<file path="src/rtl/sn76489_write_arbiter.sv">
// Two-requester write arbiter for the sn76489 CPU port: one-byte holding register per
// requester, round-robin grant, timed nWE/nCE strobe, and an atomic tone-frequency latch/data pair.
module sn76489_write_arbiter #(
    parameter int WE_CYCLES    = 2,
    parameter int LOCK_TIMEOUT = 16
) (
    input  logic       clock,
    input  logic       reset,
    input  logic       a_valid,
    input  logic [7:0] a_data,
    output logic       a_ready,
    input  logic       b_valid,
    input  logic [7:0] b_data,
    output logic       b_ready,
    output logic [7:0] psg_d,
    output logic       psg_nWE,
    output logic       psg_nCE,
    input  logic       psg_ready,
    output logic       busy,
    output logic       lock_active
);

    localparam int SW = (WE_CYCLES > 1) ? $clog2(WE_CYCLES) : 1;
    localparam int LW = (LOCK_TIMEOUT > 1) ? $clog2(LOCK_TIMEOUT) : 1;

    typedef enum logic [1:0] {
        ST_IDLE   = 2'd0,
        ST_STROBE = 2'd1,
        ST_WAIT   = 2'd2
    } state_t;

    state_t          state_q;
    logic            full_a_q, full_b_q;
    logic [7:0]      buf_a_q, buf_b_q;
    logic            last_grant_q;      // 0 = A, 1 = B
    logic [SW-1:0]   strobe_cnt_q;
    logic [7:0]      psg_d_q;
    logic            psg_nwe_q, psg_nce_q;
    logic            busy_q;
    logic            lock_active_q;
    logic            lock_owner_q;      // 0 = A, 1 = B
    logic [LW-1:0]   lock_cnt_q;

    logic            lock_eff_d;
    logic            elig_a_d, elig_b_d;
    logic            grant_d, grant_sel_d;
    logic [7:0]      grant_byte_d;

    // Tone frequency latch: latch bit set, not a volume register, not the noise channel.
    function automatic logic is_freq_latch(input logic [7:0] b);
        return b[7] & ~b[4] & (b[6:5] != 2'b11);
    endfunction

    assign a_ready     = ~full_a_q & ~reset;
    assign b_ready     = ~full_b_q & ~reset;
    assign psg_d       = psg_d_q;
    assign psg_nWE     = psg_nwe_q;
    assign psg_nCE     = psg_nce_q;
    assign busy        = busy_q;
    assign lock_active = lock_active_q;

    // Grant selection; a lock on its final count no longer blocks the other requester.
    always_comb begin
        lock_eff_d  = lock_active_q & (lock_cnt_q != {LW{1'b0}});
        elig_a_d    = full_a_q & (~lock_eff_d | (lock_owner_q == 1'b0));
        elig_b_d    = full_b_q & (~lock_eff_d | (lock_owner_q == 1'b1));
        grant_d     = 1'b0;
        grant_sel_d = 1'b0;
        if (state_q == ST_IDLE) begin
            if (elig_a_d && elig_b_d) begin
                grant_d     = 1'b1;
                grant_sel_d = ~last_grant_q;
            end else if (elig_a_d) begin
                grant_d     = 1'b1;
                grant_sel_d = 1'b0;
            end else if (elig_b_d) begin
                grant_d     = 1'b1;
                grant_sel_d = 1'b1;
            end else begin
                grant_d     = 1'b0;
                grant_sel_d = 1'b0;
            end
        end else begin
            grant_d     = 1'b0;
            grant_sel_d = 1'b0;
        end
        grant_byte_d = grant_sel_d ? buf_b_q : buf_a_q;
    end

    // Holding registers, write FSM with registered strobes, and the frequency-pair lock.
    always_ff @(posedge clock or posedge reset) begin
        if (reset) begin
            state_q       <= ST_IDLE;
            full_a_q      <= 1'b0;
            full_b_q      <= 1'b0;
            buf_a_q       <= 8'h00;
            buf_b_q       <= 8'h00;
            last_grant_q  <= 1'b1;
            strobe_cnt_q  <= {SW{1'b0}};
            psg_d_q       <= 8'h00;
            psg_nwe_q     <= 1'b1;
            psg_nce_q     <= 1'b1;
            busy_q        <= 1'b0;
            lock_active_q <= 1'b0;
            lock_owner_q  <= 1'b0;
            lock_cnt_q    <= {LW{1'b0}};
        end else begin
            if (a_valid && !full_a_q) begin
                full_a_q <= 1'b1;
                buf_a_q  <= a_data;
            end else if (grant_d && !grant_sel_d) begin
                full_a_q <= 1'b0;
            end
            if (b_valid && !full_b_q) begin
                full_b_q <= 1'b1;
                buf_b_q  <= b_data;
            end else if (grant_d && grant_sel_d) begin
                full_b_q <= 1'b0;
            end

            // Lags the state by one clock so it stays high through the final ready sample.
            busy_q <= (state_q != ST_IDLE) | full_a_q | full_b_q;

            case (state_q)
                ST_IDLE: begin
                    if (grant_d) begin
                        psg_d_q      <= grant_byte_d;
                        psg_nwe_q    <= 1'b0;
                        psg_nce_q    <= 1'b0;
                        last_grant_q <= grant_sel_d;
                        strobe_cnt_q <= SW'(WE_CYCLES - 1);
                        state_q      <= ST_STROBE;
                    end
                end
                ST_STROBE: begin
                    if (strobe_cnt_q == {SW{1'b0}}) begin
                        psg_nwe_q <= 1'b1;
                        psg_nce_q <= 1'b1;
                        state_q   <= ST_WAIT;
                    end else begin
                        strobe_cnt_q <= strobe_cnt_q - SW'(1);
                    end
                end
                ST_WAIT: begin
                    if (psg_ready) begin
                        state_q <= ST_IDLE;
                    end
                end
                default: begin
                    psg_nwe_q <= 1'b1;
                    psg_nce_q <= 1'b1;
                    state_q   <= ST_IDLE;
                end
            endcase

            if (grant_d && is_freq_latch(grant_byte_d)) begin
                lock_active_q <= 1'b1;
                lock_owner_q  <= grant_sel_d;
                lock_cnt_q    <= LW'(LOCK_TIMEOUT - 1);
            end else if (grant_d && lock_eff_d && (lock_owner_q == grant_sel_d)) begin
                lock_active_q <= 1'b0;
            end else if (lock_active_q) begin
                if (lock_cnt_q == {LW{1'b0}}) begin
                    lock_active_q <= 1'b0;
                end else begin
                    lock_cnt_q <= lock_cnt_q - LW'(1);
                end
            end
        end
    end

endmodule

</file>
<file path="config.mk">
export PLATFORM = sky130hd
export DESIGN_NAME = sn76489_write_arbiter
export DESIGN_NICKNAME = d
export VERILOG_FILES = /design/src/rtl/sn76489_write_arbiter.sv
export SDC_FILE = /design/constraint.sdc
export NUM_CORES = 1
export LEC_CHECK = 0
export CAP_MARGIN = 20
export CORE_MARGIN = 2
export CORE_UTILIZATION = 50
export DETAILED_ROUTE_END_ITERATION = 6
export PLACE_DENSITY_LB_ADDON = 0.2
export SLEW_MARGIN = 5
export SYNTH_ARGS = -nofsm -noshare
export SYNTH_HDL_FRONTEND = slang
export SYNTH_SLANG_ARGS = --single-unit
</file>
<file path="constraint.sdc">
create_clock -name clock -period 3 [get_ports clock]
set_input_delay 0.6 -clock clock [delete_from_list [all_inputs] [get_ports clock]]
set_output_delay 0.6 -clock clock [all_outputs]
set_load 0.01 [all_outputs]
</file>
==> flow_metrics.tcl <==
set metrics [dict create \
    status "finished clean" \
    swShare 0.375 \
    path_clk_slew_ns 0.12 \
    pwr-share-comb 0.455 \
    relSlewSlack 0.680 \
    avgViaCountPerCell 5.45 \
    fp.dieW_um 62.3 \
    maxCapViolations 0 \
    core_sq_um 3310 \
    setup_viol 0 \
    clock_sinks 38 \
    wirelength_um 3550 \
    drtIter0Drc 36 \
    worstMarginPinSlew_ns 0.473 \
    antenna_found_initial 0 \
    clockPowerShare 0.121 \
    power_density_nw_per_um2 1080 \
    grt_pass1_wl_um 6140 \
    cpMaxStageDelayCell "or4_4" \
    die_y_um 62.3 \
    syn_area_sq_um 1700 \
    switching_power_uw 875 \
    port-buffer-count 34 \
    ctsLongestPathBuffers 2 \
    htree_num_levels 2 \
    clock_skew_ns 0.0143 \
    synth_top_area_frac 0.530 \
    slowest_delay_ns 0.60 \
    utilization 0.654 \
    die_area_sq_um 3880 \
    yosys-top-cells-area "dfrtp_1 53%, mux2_2 12%, dfstp_2 3.1%, a221o_1 2.4%, o21ai_0 2.4%" \
    row_count 21 \
    end_kind "register" \
    dpl.hpwl_um 2690 \
    synth_top_area_cell "dfrtp_1" \
    ant_nets 0 \
    drive_gt1_frac 0.195 \
    cts-hold-fix-buffers 0 \
    ctsResizeCount 0 \
    cts_buffers 5 \
    grt_max_degree 31 \
    cts_setup_buffers 0 \
    ys_seq_area_frac 0.561 \
    syn_nets 167 \
    path_class "reg -> reg" \
    start_util 0.514 \
    synthCells 145 \
    finalPower_mw 2.34 \
    worst_ep_required_time_ns 3.26 \
    gp_congestion 0.788 \
    internal-power_mw 1.46 \
    cts_tree "built" \
    dp.cells 223 \
    grt_pass1_vias 1289 \
    seqPwrFrac 0.424 \
    drt_pass1_iterations 4 \
    fin_crit_ns 2.30 \
    num_io_pins 35 \
    n_antenna_cell 0 \
    rsz0062_at_grt "no" \
    stdcell_count 231 \
    tns_ns 0 \
    post_drt_wl_per_cell_um 15.4 \
    final_nets 206 \
    drc 0 \
    worstPathCellList "inv_1 -> ha_1 -> or3b_1 -> a31oi_1 -> a32oi_1 -> or4_4 -> o311ai_2" \
    holdCritPathClass "reg -> reg" \
    nFillCells 279 \
    multi_input_area_sq_um 686 \
    clock_latency_ns 0.35 \
    ys_types 39 \
    cp_data_arrival_time_ns 2.56 \
    startpoint_type "register" \
    hold_viol_final 0 \
    fin_crit_sh 0.767 \
    worstPathMaxFanout 6 \
    avgSynthCellArea_sq_um 11.7 \
    vias 1259 \
    p_leak_nw 0.899 \
    regArea_sq_um 953 \
    fmax_ghz 0.435 \
    yosysWarnings 0 \
    grt.total_usage 0.206 \
    ys_seq_elements 38 \
    drv_slew 0 \
    ir_drop_mv 0.492 \
    root_buffer "clkbuf_4" \
    area_growth_pct 27.3 \
    overflow 0 \
]
[cell type report]
cell class              count  area share
well taps                  46      0.0266
clock inverters             2     0.00578
multi-input cells          92       0.317
inverters                   9      0.0156
repair buffers             38       0.171
flip-flops and latches     38       0.440
clock buffers               6      0.0237
[per-layer routing]
metal	wire length, um	GRT usage	up-vias	share of wire
li1	-	-	595	-
met1	1520	0.250	614	0.43
met2	1750	0.342	41	0.49
met3	188	0.0562	9	0.053
met4	96	0.0972	0	0.027
met5	0	0	-	0
[layout by cell type (no fill, tap or decap), types with 2 or more instances in the layout]
master and n:
dfrtp_1 36, clkdlybuf4s50_1 34, mux2_2 18, nand2_1 10, inv_1 9, o21ai_0 8, nor2_1 7, nor2b_1 6
clkbuf_4 5, a221o_1 4, a31oi_1 4, buf_4 4, o211ai_1 3, a21oi_1 3, xnor2_1 3, nand2b_1 2
a21o_1 2, o21bai_1 2, dfstp_2 2
[logic make-up after synthesis]
| logic type | Yosys count | share of synthesized area |
|---|---|---|
| flip-flops | 38 | 0.561 |
| AND/OR/NAND/NOR | 35 | 0.113 |
| AO/OA/AOI/OAI | 34 | 0.143 |
| multiplexers | 19 | 0.125 |
| buffers and inverters | 15 | 0.0361 |
| XOR/XNOR | 3 | 0.0155 |
| adder cells (fa/ha/maj) | 1 | 0.00736 |
[sequential cells by signal, indices dropped and copies added, names as in the netlist]
signal / cells
buf_a_q: 8
buf_b_q: 8
busy: 1
full_a_q: 1
full_b_q: 1
last_grant_q: 1
lock_active: 1
lock_cnt_q: 4
lock_owner_q: 1
psg_d: 8
psg_nCE: 1
state_q: 2
strobe_cnt_q: 1
[worst paths after layout]
path                                            from                  endpoint  slack, ns  cells past startpoint
min in group asynchronous                      reset    state_q[1]$_DFFE_PP0P_       0.56                      2
setup reg to reg           lock_cnt_q[0]$_DFFE_PP0P_  lock_owner_q$_DFFE_PP0P_       0.70                      7
hold reg to reg               buf_b_q[0]$_DFFE_PP0P_      psg_d[0]$_DFFE_PP0P_       0.52                      1
setup / recovery           lock_cnt_q[0]$_DFFE_PP0P_  lock_owner_q$_DFFE_PP0P_       0.70                      7
max in group asynchronous                      reset  last_grant_q$_DFFE_PP1P_       1.69                      3
hold / removal                buf_b_q[0]$_DFFE_PP0P_      psg_d[0]$_DFFE_PP0P_       0.52                      1
[power by group through the flow]
stage	registers, mW	clock network (mW)	logic, mW
detailed placement	0.997	0	1.07
floorplan	0.967	0	0.699
CTS	0.989	0.294	1.07
finish	0.991	0.283	1.06
global placement	0.986	0	1.02
global route	1.03	0.325	1.18
[worst max-delay path, delay by kind of cell (launching register included)]
family                     cells  cell delay [ns]
buffers and inverters          1             0.11
AOI/OAI and AO/OA              3             0.55
adders and majority gates      1             0.20
DFF                            1             0.39
and+or+nand+nor                2             0.98
[through the flow]
stage,setup slack [ns],hold WS (ns),cell area [sq um]
finish,0.699,0.519,2160
global route,0.537,0.539,2160
CTS,0.703,0.523,2160
detailed placement,0.709,0.496,2100
global placement,0.727,0.485,2100
floorplan,0.923,0.475,1700
[cell usage after synthesis]
library cell,count
a21o_1,2
a21oi_1,3
a221o_1,4
a31oi_1,4
a32oi_1,1
and2_1,1
and3_1,1
buf_2,1
buf_4,1
clkbuf_1,4
dfrtp_1,36
dfstp_2,2
ha_1,1
inv_1,9
mux2_2,18
mux2i_1,1
nand2_1,10
nand2b_1,2
nand3_1,1
nor2_1,7
nor2b_1,6
nor3b_2,1
nor4_1,1
nor4b_1,1
o211ai_1,3
o21a_1,1
o21ai_0,8
o21ai_1,1
o21bai_1,2
o221ai_1,1
o22a_1,1
o22ai_1,1
o311ai_2,1
o41ai_1,1
or2_2,1
or3_1,1
or3b_1,1
or4_4,1
xnor2_1,3
(Power assumes the default switching activity.)
